<file path="config.mk">
export PLATFORM = sky130hd
export DESIGN_NAME = biss_slave
export DESIGN_NICKNAME = d
export VERILOG_FILES = /design/src/rtl/biss_pkg.sv /design/src/rtl/biss_crc6.sv /design/src/rtl/biss_slave.sv
export SDC_FILE = /design/constraint.sdc
export NUM_CORES = 1
export LEC_CHECK = 0
export ABC_AREA = 1
export CAP_MARGIN = 20
export CORE_AREA = 5 5 131 102
export CTS_BUF_LIST = sky130_fd_sc_hd__clkbuf_8
export DETAILED_ROUTE_END_ITERATION = 8
export DIE_AREA = 0 0 136 107
export DONT_BUFFER_PORTS = 1
export GPL_TIMING_DRIVEN = 0
export SLEW_MARGIN = 20
export SYNTH_ARGS = -nofsm -noshare
export SYNTH_HDL_FRONTEND = slang
export SYNTH_SLANG_ARGS = --single-unit
</file>
<file path="constraint.sdc">
create_clock -name clk_i -period 2 [get_ports clk_i]
set_clock_uncertainty 0.15 [all_clocks]
set_input_delay 0.1 -clock clk_i [delete_from_list [all_inputs] [get_ports clk_i]]
set_output_delay 0.1 -clock clk_i [all_outputs]
set_load 0.02 [all_outputs]
</file>
<file path="src/rtl/biss_pkg.sv">
// Shared types and constants for the BiSS-C slave and sniffer.
package biss_pkg;

    typedef enum logic [2:0] {
        ST_IDLE,
        ST_ACK,
        ST_START,
        ST_CDS,
        ST_POSN,
        ST_STAT,
        ST_CRC,
        ST_TIMEOUT
    } biss_state_e;

    localparam logic [5:0] CRC6_POLY       = 6'h03;
    localparam int         CRC6_WIDTH      = 6;
    localparam int         MAX_POSN_BITS   = 32;
    localparam int         MAX_STATUS_BITS = 8;

    // Field lengths arrive as 8-bit config; anything over the maximum saturates.
    function automatic logic [5:0] clamp_len(input logic [7:0] len, input int max_len);
        return (int'(len) > max_len) ? 6'(max_len) : len[5:0];
    endfunction

endpackage

</file>
<file path="src/rtl/biss_crc6.sv">
// Serial CRC6 (x^6+x+1), MSB-first, one message bit per enable; shared with the sniffer.
module biss_crc6
    import biss_pkg::*;
(
    input  logic                  clk_i,
    input  logic                  reset_n_i,
    input  logic                  clr,
    input  logic                  en,
    input  logic                  din,
    output logic [CRC6_WIDTH-1:0] crc
);

    logic fb;

    assign fb = din ^ crc[CRC6_WIDTH-1];

    always_ff @(posedge clk_i or negedge reset_n_i) begin
        if (!reset_n_i)
            crc <= '0;
        else if (clr)
            crc <= '0;
        else if (en)
            crc <= {crc[CRC6_WIDTH-2:0], 1'b0} ^ (fb ? CRC6_POLY : '0);
    end

endmodule

</file>
<file path="src/rtl/biss_slave.sv">
// BiSS-C slave / encoder emulator: answers MA with ack, start, CDS, position, status, CRC6.
// Optional BISS_SLAVE_CRC_ERR_EN adds crc_err_i to corrupt the transmitted CRC LSB.
module biss_slave
    import biss_pkg::*;
#(
    parameter int SYNC_STAGES    = 2,
    parameter int TIMEOUT_CYCLES = 2500,
    parameter int ACK_CYCLES     = 1
) (
    input  logic        clk_i,
    input  logic        reset_n_i,
    input  logic [7:0]  BITS,
    input  logic [7:0]  STATUS_BITS,
    input  logic [7:0]  CRC_BITS,
    input  logic [31:0] posn_i,
    input  logic [7:0]  status_i,
`ifdef BISS_SLAVE_CRC_ERR_EN
    input  logic        crc_err_i,
`endif
    input  logic        biss_sck_i,
    output logic        biss_dat_o,
    output logic        busy_o,
    output logic        frame_o
);

    localparam int TW = $clog2(TIMEOUT_CYCLES + 1);

    logic [SYNC_STAGES-1:0] sck_sync;
    logic                   sck_prev, sck_s, sck_rise, sck_fall;

    biss_state_e state_q, state_d;
    logic [5:0]  cnt_q, cnt_d;
    logic        dat_q, dat_d, busy_q, busy_d, frame_q, frame_d;
    logic [TW-1:0] tmr_q, tmr_d;
    logic [31:0] posn_q;
    logic [7:0]  status_q;
    logic [5:0]  bits_q, sbits_q, crc_len;
    logic        err_in, err_q;
    logic        latch, crc_clr, crc_en, crc_din, tmr_hit;
    logic [CRC6_WIDTH-1:0] crc;

`ifdef BISS_SLAVE_CRC_ERR_EN
    assign err_in = crc_err_i;
`else
    assign err_in = 1'b0;
`endif

    // Only CRC6 is implemented; other requested widths still send six bits.
    assign crc_len = (CRC_BITS == 8'd6) ? 6'(CRC6_WIDTH) : 6'(CRC6_WIDTH);

    assign sck_s    = sck_sync[SYNC_STAGES-1];
    assign sck_rise = sck_s & ~sck_prev;
    assign sck_fall = ~sck_s & sck_prev;
    assign tmr_hit  = (tmr_q == TW'(TIMEOUT_CYCLES - 1));

    always_ff @(posedge clk_i or negedge reset_n_i) begin
        if (!reset_n_i) begin
            sck_sync <= '1;
            sck_prev <= 1'b1;
        end else begin
            sck_sync <= SYNC_STAGES'({sck_sync, biss_sck_i});
            sck_prev <= sck_s;
        end
    end

    biss_crc6 u_crc (
        .clk_i     (clk_i),
        .reset_n_i (reset_n_i),
        .clr       (crc_clr),
        .en        (crc_en),
        .din       (crc_din),
        .crc       (crc)
    );

    always_ff @(posedge clk_i or negedge reset_n_i) begin
        if (!reset_n_i) begin
            state_q  <= ST_IDLE;
            cnt_q    <= '0;
            dat_q    <= 1'b1;
            busy_q   <= 1'b0;
            frame_q  <= 1'b0;
            tmr_q    <= '0;
            posn_q   <= '0;
            status_q <= '0;
            bits_q   <= '0;
            sbits_q  <= '0;
            err_q    <= 1'b0;
        end else begin
            state_q <= state_d;
            cnt_q   <= cnt_d;
            dat_q   <= dat_d;
            busy_q  <= busy_d;
            frame_q <= frame_d;
            tmr_q   <= tmr_d;
            if (latch) begin
                posn_q   <= posn_i;
                status_q <= status_i;
                bits_q   <= clamp_len(BITS, MAX_POSN_BITS);
                sbits_q  <= clamp_len(STATUS_BITS, MAX_STATUS_BITS);
                err_q    <= err_in;
            end
        end
    end

    always_comb begin
        state_d = state_q;
        cnt_d   = cnt_q;
        dat_d   = dat_q;
        busy_d  = busy_q;
        frame_d = 1'b0;
        tmr_d   = (sck_rise || sck_fall) ? '0 : tmr_q + TW'(1);
        latch   = 1'b0;
        crc_clr = 1'b0;
        crc_en  = 1'b0;
        crc_din = 1'b0;

        case (state_q)
            ST_IDLE: begin
                tmr_d = '0;
                if (sck_fall) begin
                    latch   = 1'b1;
                    crc_clr = 1'b1;
                    busy_d  = 1'b1;
                    cnt_d   = 6'(ACK_CYCLES);
                    state_d = ST_ACK;
                end
            end
            ST_ACK: if (sck_rise) begin
                dat_d = 1'b0;
                if (cnt_q <= 6'd1) state_d = ST_START;
                else               cnt_d   = cnt_q - 6'd1;
            end
            ST_START: if (sck_rise) begin
                dat_d   = 1'b1;
                state_d = ST_CDS;
            end
            ST_CDS: if (sck_rise) begin
                dat_d = 1'b0;
                if (bits_q != '0) begin
                    state_d = ST_POSN;
                    cnt_d   = bits_q;
                end else if (sbits_q != '0) begin
                    state_d = ST_STAT;
                    cnt_d   = sbits_q;
                end else begin
                    state_d = ST_CRC;
                    cnt_d   = crc_len;
                end
            end
            ST_POSN: if (sck_rise) begin
                dat_d   = posn_q[5'(cnt_q - 6'd1)];
                crc_en  = 1'b1;
                crc_din = dat_d;
                if (cnt_q != 6'd1) begin
                    cnt_d = cnt_q - 6'd1;
                end else if (sbits_q != '0) begin
                    state_d = ST_STAT;
                    cnt_d   = sbits_q;
                end else begin
                    state_d = ST_CRC;
                    cnt_d   = crc_len;
                end
            end
            ST_STAT: if (sck_rise) begin
                dat_d   = status_q[3'(cnt_q - 6'd1)];
                crc_en  = 1'b1;
                crc_din = dat_d;
                if (cnt_q != 6'd1) begin
                    cnt_d = cnt_q - 6'd1;
                end else begin
                    state_d = ST_CRC;
                    cnt_d   = crc_len;
                end
            end
            ST_CRC: if (sck_rise) begin
                // One extra MA rising edge after the last CRC bit starts the timeout.
                if (cnt_q != '0) begin
                    dat_d = ~crc[3'(cnt_q - 6'd1)] ^ ((cnt_q == 6'd1) & err_q);
                    cnt_d = cnt_q - 6'd1;
                end else begin
                    dat_d   = 1'b0;
                    frame_d = 1'b1;
                    tmr_d   = '0;
                    state_d = ST_TIMEOUT;
                end
            end
            ST_TIMEOUT: begin
                tmr_d = tmr_q + TW'(1);
                if (tmr_hit) begin
                    dat_d   = 1'b1;
                    busy_d  = 1'b0;
                    tmr_d   = '0;
                    state_d = ST_IDLE;
                end
            end
            default: state_d = ST_IDLE;
        endcase

        // A master that stops clocking mid-frame is treated as an aborted frame.
        if (state_q != ST_IDLE && state_q != ST_TIMEOUT &&
            !sck_rise && !sck_fall && tmr_hit) begin
            state_d = ST_TIMEOUT;
            dat_d   = 1'b0;
            frame_d = 1'b0;
            tmr_d   = '0;
        end
    end

    assign biss_dat_o = dat_q;
    assign busy_o     = busy_q;
    assign frame_o    = frame_q;

endmodule
</file>
# After elaboration in Yosys (flattened, before gate mapping)
# Cells that the tools add are included.
dict set report classes {
  addsub 2
  magnitude_cmp 5
  n_eq_ne 32
  mux 69
  n_bitwise 7
  n_reduce_logical 22
}
# cell n
set op_table {}
lappend op_table {{$mux 6} 16}
lappend op_table {{$mux 12} 5}
lappend op_table {{$mux 3} 13}
lappend op_table {{$ne 3x3->1 const B} 13}
lappend op_table {{$pmux 12 s3} 1}
lappend op_table {{$pmux 6 s6} 1}
lappend op_table {{$pmux 3 s8} 1}
lappend op_table {{$reduce_bool 6->1} 4}
lappend op_table {{$mux 1} 23}
lappend op_table {{$ne 2x2->1 const B} 9}
lappend op_table {{$add 12x1->12 const B} 1}
lappend op_table {{$eq 12x12->1 const B} 1}
lappend op_table {{$eq 3x3->1 const B} 4}
lappend op_table {{$reduce_and 12->1} 1}
lappend op_table {{$reduce_and 9->1} 1}
lappend op_table {{$gt 8x4->1 const B} 1}
lappend op_table {{$gt 8x6->1 const B} 1}
lappend op_table {{$reduce_and 7->1} 1}
lappend op_table {{$reduce_bool 7->1} 1}
lappend op_table {{$bmux 1 s3} 2}
lappend op_table {{$eq 3x2->1 const B} 2}
lappend op_table {{$le 6x1->1 const B} 1}
lappend op_table {{$lt 5x6->1 const B} 1}
lappend op_table {{$mux 2} 3}
lappend op_table {{other kinds (20)} 30}
dict set report word_totals {
  regBits 85
  in_bits 67
}

# Longest topological paths before layout
# Gate-level depths: netlist of run 1.
dict set report logic_depth {
  ltp_word 10
  depth_mapped 16
}

# Hierarchy
# Synthesis of run 1 repeated with hierarchy kept, for this count alone.
dict set report unflattened {
  cells_unflattened 621
  area_unflattened_um2 4526.8
}
# mod n_inst cells_each area_per_inst_um2 seq_area_each_um2
set modules_own_cells {}
lappend modules_own_cells {biss_slave 1 588 4246.6 1981.9}
lappend modules_own_cells {biss_crc6 1 33 280.3 150.1}

# Least setup slack after synthesis of run 1
# OpenSTA, ideal clock, no wires.
dict set report synth_path {
  path_kind {register to register}
  start {reg cnt_q[0]}
  end {reg u_crc.crc[1]}
  setup_time_ps 118
  arrival_ps 1931
  t_required_ps 1732
  path_slack_ps -199
  path_stages_with_launch 17
  path_buffers 2
  path_cell_list {dfrtp_1 > inv_2 > buf_2 > ha_1 > inv_1 > buf_2 > o211ai_1 > nand2_1 > nand2_1 > nand2_1 > inv_1 > nand2_1 > nand3_1 > nand2_1 > nand3_1 > nand3_1 > nand2_1}
}
dict set report synth_via {
  elab_chain_len 10
}
# item line_no
set synth_lines {}
lappend synth_lines {{start: declaration} biss_slave.sv:32} ;# logic [5:0] cnt_q, cnt_d;
lappend synth_lines {{start signal: assignment} biss_slave.sv:90} ;# cnt_q <= cnt_d;
lappend synth_lines {{$sub 6x1->6 *} --}
lappend synth_lines {{$bmux 1 s5 or $bmux 1 s3 (tied branches)} {biss_slave.sv:151, biss_slave.sv:165}}
lappend synth_lines {{$mux 1, on equally long branches} {biss_slave.sv:151, biss_slave.sv:165}}
lappend synth_lines {{$mux 1, on equally long branches} {biss_slave.sv:150, biss_slave.sv:164}}
lappend synth_lines {{$pmux 1 s2 *} biss_slave.sv:117} ;# case (state_q)
lappend synth_lines {{$xor 1x1->1 *} biss_crc6.sv:15} ;# assign fb = din ^ crc[CRC6_WIDTH-1];
lappend synth_lines {{$mux 2 *} biss_crc6.sv:23} ;# crc <= {crc[CRC6_WIDTH-2:0], 1'b0} ^ (fb ? CRC6_POLY : '0);
lappend synth_lines {{$xor 6x6->6 *} biss_crc6.sv:23}
lappend synth_lines {{$mux 6 *} biss_crc6.sv:22} ;# else if (en)
lappend synth_lines {{$mux 6 *} biss_crc6.sv:20} ;# else if (clr)
lappend synth_lines {{end signal: assignment} biss_crc6.sv:23}
lappend synth_lines {{end: declaration} biss_crc6.sv:10} ;# output logic [CRC6_WIDTH-1:0] crc
# Every way passes the cells marked *; elsewhere a longest branch is shown, timed or not. The select of a mux whose other input is x is not followed.
# A chain may end at the register's enable or synchronous reset.

# Worst setup path after layout of run 1
dict set report layout_path {
  start {reg cnt_q[0]}
  end {reg dat_q, in the netlist biss_dat_o}
}
dict set report layout_via {
  elab_chain_len 8
}
# item line_no
set layout_lines {}
lappend layout_lines {{parallel branches: the longest is 6 deep, another holds $sub 6x1->6} --}
lappend layout_lines {{$pmux 1 s6 *} biss_slave.sv:117}
lappend layout_lines {{$mux 1 *} biss_slave.sv:200} ;# if (state_q != ST_IDLE && state_q != ST_TIMEOUT &&
lappend layout_lines {{end signal: assignment} biss_slave.sv:91} ;# dat_q <= dat_d;
lappend layout_lines {{end: declaration} biss_slave.sv:33} ;# logic dat_q, dat_d, busy_q, busy_d, frame_q, frame_d;
# Every way passes the cells marked *. The select of a mux whose other input is x is not followed.

==> qor.txt, run 1 <==
final RePlAce weighted congestion - 0.8593
CTS max path bufs - 2
Post-Place Cell Area - 0.004891 mm2
clock-pin slew on the worst setup and hold paths - 0.10 ns
number of diodes - 0
Slew Viols, Final - 0
gr usage total - 17.06%
Die W - 136 um
Synth top cells by count - nand2_1 (217), dfrtp_1 (81), inv_1 (63)
synth warn - 0
RSZ-0062 raised after global routing - yes
hold crit path type - in -> async
Post-Synthesis Cells - 609
endpoints failing setup - 4
first-pass GRT wire length - 19800 um
CP cell instances - inv_2 > buf_8 > ha_4 > buf_6 > nand3_1 > nand3_2 > nand3_2 > nand3b_1 > a21oi_1 > o31ai_2 > nand2_1
Seq/Total Area, Yosys - 46.12%
EDFF count, synth - 0
root buf cell - clkbuf_8
WL/cell - 14.24 um
Die Y-Extent - 107 um
pwr dens - 1467 mW/mm2
Area Growth Syn to Fin - 35.64%
Initial Utilization - 38.67%
initial antenna violation count - 0
fin crit share - 111.9%
number of global-route vias before repair - 4062
syn nets - 681
f_max - 446.9 MHz
synthesized area per cell - 7.591 um2
dominant synthesized flop cell - dfrtp_1
Max VDD drop - 0.7640 mV
CP Data Required Time - 2.14 ns
Detailed Routing Iterations Pass 1 - 6
largest net degree at the start of global routing - 86
final instance area - 0.006271 mm2
synth top area cells - dfrtp_1 (44%), nand2_1 (18%), nand3_1 (6.0%)
TritonCTS buffer count - 9
worst slew pin tran - 0.3717 ns
P_leak - 2.935 nW
crit end category - register
HPWL Detailed - 8608 um
vias per inst - 4.896
max incr delay on CP - 0.40 ns
layout net count - 776
post-synthesis instance area - 0.004623 mm2
Filler cells - 1140
H-tree lvl count - 3
Synth area leader - dfrtp_1
critical path fanouts, max - 10
later-pin clock latency in the skew report - 0.37 ns
setup ws final - -0.2377 ns
R2R Path End - biss_dat_o
fin crit period - 2.238 ns
violated checks - hold timing, setup timing
First DRT Iteration DRCs - 363
layout cells sized above 1 - 22.00%
flop-to-flop setup slack - -0.24 ns
number of max-cap violations - 0
DRC - 0
routed vias - 4284
Unique masters post-synth - 42
global route overflow - 0
Setup CP Type - reg -> reg
Sink Count - 85
Crit-path slowest cell - dfrtp_1
final hold vios - 85
antenna-violating nets left - 0
IO Port Bufs - 0
TritonCTS clock tree - done
final WL - 12460 um
reg2reg start - cnt_q[0]
status - finished, violations left
Setup TNS Final - -0.6934 ns
DIE AREA - 0.01455 mm2
Core Util, Final - 52.45%
Yosys reg bits - 85
Core Region - 0.01196 mm2
critical path's most frequent cell - nand3_2
Critical Path AT - 2.38 ns
Hold WS - -0.7342 ns
# IOs - 70
most numerous cell in the Yosys netlist - nand2_1
post-synth top area share - 43.84%
# rows - 35
ys async rst share - 100.0%
relative slew slack - 75.03%
startpoint types - register
r2r worst-path depth - 11
[flip-flops by register name, indices dropped and copies added, names as in the netlist]
signal      flops
status_q        8
sck_sync        2
posn_q         32
frame_o         1
tmr_q          12
state_q         3
biss_dat_o      1
sck_prev        1
sbits_q         6
cnt_q           6
bits_q          6
u_crc.crc       6
busy_o          1
[power by group]
| part | internal (mW) | total, mW | switching (mW) |
|---|---|---|---|
| Clock | 0.746 | 1.40 | 0.654 |
| Combinational | 2.14 | 5.03 | 2.89 |
| Sequential | 2.36 | 2.77 | 0.413 |
[per-stage QoR]
step / hold slack (ns) / power [mW] / setup slack, ns / instances
after global placement: -0.3411 / 6.440 / -0.4175 / 775
final: -0.7342 / 9.199 / -0.2377 / 875
after global routing: -0.7679 / 9.885 / -0.3324 / 875
after floorplan: -0.3456 / 5.564 / -0.01035 / 609
after detailed placement: -0.3408 / 6.500 / -0.4468 / 775
after CTS: -0.7505 / 8.545 / -0.1557 / 859
[area by class of cell]
class                   count  area (um2)  share of cell area, %
plain buffers              19       158.9                  2.534
clock buffers              10       137.6                  2.195
clock inverters             6       93.84                  1.496
inverters                  70       285.3                  4.549
multi-input cells         435        2404                  38.33
flip-flops and latches     85        2135                  34.04
well taps                 166       207.7                  3.312
repair buffers             84       849.6                  13.55
[layout by cell type (no fill, tap or decap), types with 3 or more instances in the layout]
cell / count
inv_2: 11
nand4_1: 6
dlygate4sd3_1: 55
inv_6: 4
nand3_4: 4
nand2_1: 208
nor2_1: 34
nor3_1: 7
buf_2: 7
nor4_1: 4
dfstp_2: 4
buf_6: 8
nand2_2: 10
xnor2_1: 3
ha_4: 3
dfrtp_1: 79
o21ai_0: 21
a21oi_1: 8
o22ai_1: 6
inv_1: 53
nor2_2: 5
xor2_1: 6
nand3_2: 19
buf_12: 4
clkbuf_8: 10
a21oi_2: 3
nor3b_2: 3
nand3_1: 35
o2111ai_1: 5
o211ai_1: 4
clkbuf_4: 5
buf_4: 21
nand2_4: 3
o21ai_2: 4
nor2_4: 7
o21ai_1: 9
[worst max path at each step]
| stage | from | endpoint | slack [ns] |
|---|---|---|---|
| after floorplan | cnt_q[0] | u_crc.crc[1] | -0.01 |
| after CTS | cnt_q[0] | u_crc.crc[1] | -0.16 |
| after global routing | cnt_q[0] | u_crc.crc[1] | -0.33 |
| final | cnt_q[0] | biss_dat_o | -0.24 |
| after global placement | cnt_q[0] | u_crc.crc[1] | -0.42 |
| after detailed placement | cnt_q[0] | u_crc.crc[1] | -0.45 |
[timing repair]
action                                  in CTS  in global routing
pin swaps                                   14                 29
endpoints found under the hold margin      136                 86
hold buffers                                55                  1
gates cloned                                 1                  0
buffers inserted                            12                 16
endpoints found under the setup margin      59                 69
gates resized for setup                     27                 74
[cells by family (layout without fill, tap and decap cells)]
logic type                 Yosys count  after routing  synth area share (%)
AOI/OAI and AO/OA                   71             71                 9.419
xor gates and xnor gates             9              9                 1.705
adders and majority gates            5              5                 1.353
buffers and inverters               89            189                 8.065
DFF                                 85             85                 46.12
and+or+nand+nor                    350            350                 33.34
[layer usage]
metal	GRT usage, %	routed length [um]
met2	24.81	5472
met4	4.748	99
met3	4.597	695
met5	0	0
met1	24.88	6189
[critical path, delay by kind of cell (launching register included)]
kind	cells	cell delay, ns
adder cells (fa/ha/maj)	1	0.31
AND/OR/NAND/NOR	5	0.55
buffers and inverters	3	0.34
AO/OA/AOI/OAI	2	0.40
flip-flops	1	0.40
Note: power is estimated with default switching activity, not from simulation.
==> run 2, diff against run 1 <==
- CELL_PAD_IN_SITES_DETAIL_PLACEMENT: unset -> 1
- CELL_PAD_IN_SITES_GLOBAL_PLACEMENT: unset -> 2
- CORE_AREA: 5 5 131 102 -> 5 5 141 109
- DIE_AREA: 0 0 136 107 -> 0 0 146 114
- PLACE_DENSITY_LB_ADDON: unset -> 0.1
==> qor.txt, run 2 (synthesis results as in run 1) <==
status - finished, violations left
violated checks - hold timing, setup timing
Core Region - 0.01403 mm2
Sink Count - 85
number of diodes - 0
Area Growth Syn to Fin - 38.38%
delay-heaviest family, CP - simple AND/OR/NAND/NOR gates
Setup TNS Final - -0.5335 ns
root buf cell - clkbuf_8
f_max - 449.9 MHz
final cell count without fillers - 894
WL/cell - 16.41 um
Max VDD drop - 0.4802 mV
global route overflow - 0
Setup CP Type - reg -> reg
# rows - 38
total power - 9.548 mW
Reg with most FFs - posn_q
Slew Viols, Final - 0
vias per inst - 4.891
endpoints failing setup - 4
final hold vios - 89
Detailed Routing Iterations Pass 1 - 5
Critical Path AT - 2.34 ns
# IOs - 70
max incr delay on CP - 0.39 ns
fin crit share - 111.1%
critical path's most frequent cell - nand3_2
H-tree lvl count - 3
most frequent cells in the layout - nand2_1 (204), dfrtp_1 (77), inv_1 (54), dlygate4sd3_1 (54), nor2_1 (32)
most common cell after layout, fill and taps aside - nand2_1
IO Port Bufs - 0
Filler cells - 1647
Largest register FFs - 32
layout cells sized above 1 - 25.21%
antenna-violating nets left - 0
pwr dens - 1492 mW/mm2
CTS max path bufs - 2
later-pin clock latency in the skew report - 0.38 ns
final WL - 14680 um
relative slew slack - 77.11%
Die Y-Extent - 114 um
Initial Utilization - 32.96%
crit end category - register
Critical path origin - cnt_q[0]
final RePlAce weighted congestion - 0.8370
largest net degree at the start of global routing - 86
First DRT Iteration DRCs - 233
gr usage total - 18.06%
number of global-route vias before repair - 4619
hold crit path type - in -> async
initial antenna violation count - 0
DRC - 0
Placed Instances - 789
layout net count - 781
TritonCTS clock tree - done
TritonCTS buffer count - 9
HPWL Detailed - 10150 um
DIE AREA - 0.01664 mm2
Hold WS - -0.7410 ns
routed vias - 4373
worst slew pin tran - 0.3407 ns
CP bufs+invs - 4
P_leak - 2.989 nW
Crit-path slowest cell - dfrtp_2
startpoint types - register
flop-to-flop setup slack - -0.22 ns
CP Data Required Time - 2.11 ns
critical path fanouts, max - 5
top flop regs - posn_q (32), tmr_q (12), status_q (8)
Hold Buf Count CTS - 55
reg2reg start - cnt_q[0]
RSZ-0062 raised after global routing - yes
clock-pin slew on the worst setup and hold paths - 0.09 ns
first-pass GRT wire length - 24030 um
fin crit period - 2.223 ns
number of max-cap violations - 0
CP cell instances - inv_2 > buf_8 > ha_4 > inv_8 > buf_8 > nand3_2 > nand3_2 > nand3_2 > nand3b_1 > nand3_2 > nand3_2 > nand2_1 > nand3_1 > nand3_2 > nand2_1
setup ws final - -0.2225 ns
Die W - 146 um
-- run 2: cell count changes in the layout (fill, tap and decap cells not counted), moves of 4 or more --
cell / previous run / this run
o21ai_1: 9 / 14
buf_4: 21 / 29
nand2_1: 208 / 204
o21ai_0: 21 / 16
nand3_2: 19 / 24
nand3_1: 35 / 31
-- run 2: final timing paths --
check | endpoint | cells after the start
worst max-delay path | u_crc.crc[1] | 15
worst min-delay path | tmr_q[11] | 0
worst max register to register | u_crc.crc[1] | 15
worst min register to register | sck_sync[1] | 0
max in group asynchronous | sck_sync[0] | 0
min in group clk_i | bits_q[0] | 5
-- run 2: cell type report --
cell class              instances  area [um2]  share of cell area (%)
clock inverters                 6       61.31                  0.9583
flip-flops and latches         85        2137                   33.41
inverters                      70       285.3                   4.459
clock buffers                  10       137.6                   2.151
repair buffers                 89       863.3                   13.50
multi-input cells             435        2531                   39.57
well taps                     180       225.2                   3.520
plain buffers                  19       156.4                   2.445
-- run 2: where the power goes --
part           total, mW  internal (mW)  switching (mW)  leakage [nW]
clock network       1.28          0.610           0.673         0.102
registers           2.80           2.36           0.435          1.05
logic               5.47           2.28            3.19          1.83
total               9.55           5.25            4.30          2.99
-- run 2: routing by layer --
metal | GRT usage [%] | wire length (um) | part of all wire [%] | vias up
li1 | - | - | - | 2158
met1 | 25.49 | 7317 | 50 | 2131
met2 | 28.21 | 6654 | 45 | 68
met3 | 3.971 | 496 | 3.4 | 16
met4 | 4.950 | 206 | 1.4 | 0
met5 | 0 | 0 | 0 | -
-- run 2: what timing repair did --
| action | 4_1_cts | 5_1_grt |
|---|---|---|
| endpoints found under the setup margin | 67 | 78 |
| gates resized for setup | 53 | 73 |
| pin swaps | 25 | 28 |
| buffers inserted | 20 | 13 |
| cloned | 1 | 1 |
| hold endpoints to repair | 136 | 85 |
-- run 2: through the flow --
step | hold WS, ns | worst slack, ns | cell area (um2) | util, %
3_3_place_gp | -0.3422 | -0.5323 | 4908 | 35.00
6_report | -0.7410 | -0.2225 | 6397 | 45.61
5_1_grt | -0.7708 | -0.3391 | 6397 | 45.61
2_1_floorplan | -0.3456 | -0.01035 | 4683 | -
4_1_cts | -0.7686 | -0.2026 | 6032 | 43.01
3_5_place_dp | -0.3419 | -0.5468 | 4908 | 35.00
-- run 2: worst register-to-register path, stage by stage, from the launching register on --
cell and delay, ns:
dfrtp_2 0.39, inv_2 0.05, buf_8 0.12, ha_4 0.32, inv_8 0.06, buf_8 0.13, nand3_2 0.06, nand3_2 0.08
nand3_2 0.06, nand3b_1 0.15, nand3_2 0.16, nand3_2 0.10, nand2_1 0.07, nand3_1 0.07, nand3_2 0.08, nand2_1 0.05
==> run 3, diff against run 2 <==
- CORE_AREA: 5 5 141 109 -> 5 5 136 105
- CTS_BUF_LIST: sky130_fd_sc_hd__clkbuf_8 -> unset
- DIE_AREA: 0 0 146 114 -> 0 0 141 110
- HOLD_SLACK_MARGIN: unset -> 0.03
- clock period: 2 -> 2.15 ns (I/O delays scaled with it)
==> qor.txt, run 3 (synthesis results as in run 1) <==
GR Util met1 - 26.55%
Core Region - 0.01279 mm2
Critical Path AT - 2.37 ns
Setup WS pre-CTS - -0.7066 ns
TritonCTS clock tree - done
later-pin clock latency in the skew report - 0.35 ns
violated checks - hold timing, setup timing
crit end category - register
H-tree lvl count - 3
WL/cell - 16.99 um
final RePlAce weighted congestion - 0.8449
setup ws final - -0.1234 ns
gr usage total - 19.93%
vias per inst - 4.960
Critical path origin - cnt_q[0]
Slew Viols, Final - 0
RSZ-0062 raised after global routing - yes
TritonCTS buffer count - 9
GR Util met2 - 33.30%
Setup TNS Final - -0.2790 ns
number of diodes - 0
R2R Path End - u_crc.crc[1]
r2r worst-path depth - 15
P_leak - 2.933 nW
Max VDD drop - 0.6069 mV
HPWL Detailed - 10200 um
endpoints failing setup - 3
global route overflow - 0
Reg with most FFs - posn_q
Hold WS - -0.7053 ns
CP Data Required Time - 2.24 ns
clock-pin slew on the worst setup and hold paths - 0.07 ns
critical path fanouts, max - 5
final hold vios - 85
Critical Path End - u_crc.crc[1]
Initial Utilization - 36.14%
initial antenna violation count - 0
top flop regs - posn_q (32), tmr_q (12), status_q (8)
Die Y-Extent - 110 um
hold crit path type - in -> async
fin crit share - 105.7%
root buf cell - clkbuf_16
antenna-violating nets left - 0
grt met3 use - 4.053%
routed vias - 4320
total power - 9.037 mW
startpoint types - register
layout cells sized above 1 - 18.71%
pwr dens - 1452 mW/mm2
relative slew slack - 77.93%
final WL - 14800 um
most common cell after layout, fill and taps aside - nand2_1
layout net count - 767
most frequent cells in the layout - nand2_1 (212), dfrtp_1 (81), inv_1 (59)
Largest register FFs - 32
First DRT Iteration DRCs - 239
CTS max path bufs - 2
Detailed Routing Iterations Pass 1 - 4
reg2reg start - cnt_q[0]
Core Util, Final - 48.66%
largest net degree at the start of global routing - 86
flop-to-flop setup slack - -0.12 ns
DIE AREA - 0.01551 mm2
status - finished, violations left
f_max - 439.9 MHz
Die W - 141 um
Area Growth Syn to Fin - 34.64%
# rows - 36
number of max-cap violations - 0
Setup CP Type - reg -> reg
worst slew pin tran - 0.3286 ns
number of global-route vias before repair - 4711
DRC - 0
first-pass GRT wire length - 24140 um
GRT busiest layer - met2
fin crit period - 2.273 ns
IO Port Bufs - 0
# IOs - 70
Sink Count - 85
## run 3: through the flow
stage	area (um2)	cells
final	6225	871
after global routing	6225	871
after CTS	6080	863
after detailed placement	4840	780
after global placement	4840	780
after floorplan	4626	609
## run 3: final cells by class
class | instances | area (um2)
clock inverter | 5 | 83.83
tap | 171 | 214.0
fill | 1537 | 6568
inverter | 70 | 276.5
buffer | 19 | 143.9
multi-input combinational | 435 | 2397
clock buffer | 11 | 232.7
sequential | 85 | 2132
timing repair buffer | 75 | 744.5
## run 3: worst max-delay path, stage by stage, from the launching register on
cell,delay (ns)
dfrtp_1,0.37
inv_2,0.06
buf_8,0.12
ha_4,0.33
inv_8,0.06
buf_8,0.14
nand3_2,0.06
nand3_2,0.06
nand3_2,0.07
nand3b_1,0.19
nand3_4,0.15
nand3_4,0.09
nand2_1,0.08
nand3_1,0.07
nand3_2,0.08
nand2_1,0.05
## run 3: routing by layer
| layer | vias to the layer above | part of all wire, % |
|---|---|---|
| met3 | 19 | 4.0 |
| met5 | - | 0 |
| li1 | 2135 | - |
| met2 | 86 | 47 |
| met4 | 0 | 1.5 |
| met1 | 2080 | 48 |
## run 3: how the worst min path moves through the flow
stage	start	end	slack [ns]
6_report	reset_n_i	state_q[1]	-0.71
5_1_grt	reset_n_i	state_q[1]	-0.72
4_1_cts	reset_n_i	state_q[1]	-0.71
3_5_place_dp	reset_n_i	bits_q[3]	-0.33
3_3_place_gp	reset_n_i	bits_q[4]	-0.33
2_1_floorplan	reset_n_i	bits_q[0]	-0.34
## run 3: timing repair
action | 4_1_cts | 5_1_grt
endpoints found under the hold margin | 136 | 86
hold buffers | 55 | 1
cloned | 2 | 0
pin swaps | 23 | 9
gates resized for setup | 63 | 19
buffers inserted | 10 | 8
setup endpoints to repair | 48 | 67
## run 3: power breakdown
group | internal, mW | switching [mW]
Combinational | 1.87 | 2.88
Sequential | 2.20 | 0.395
Clock | 1.02 | 0.667
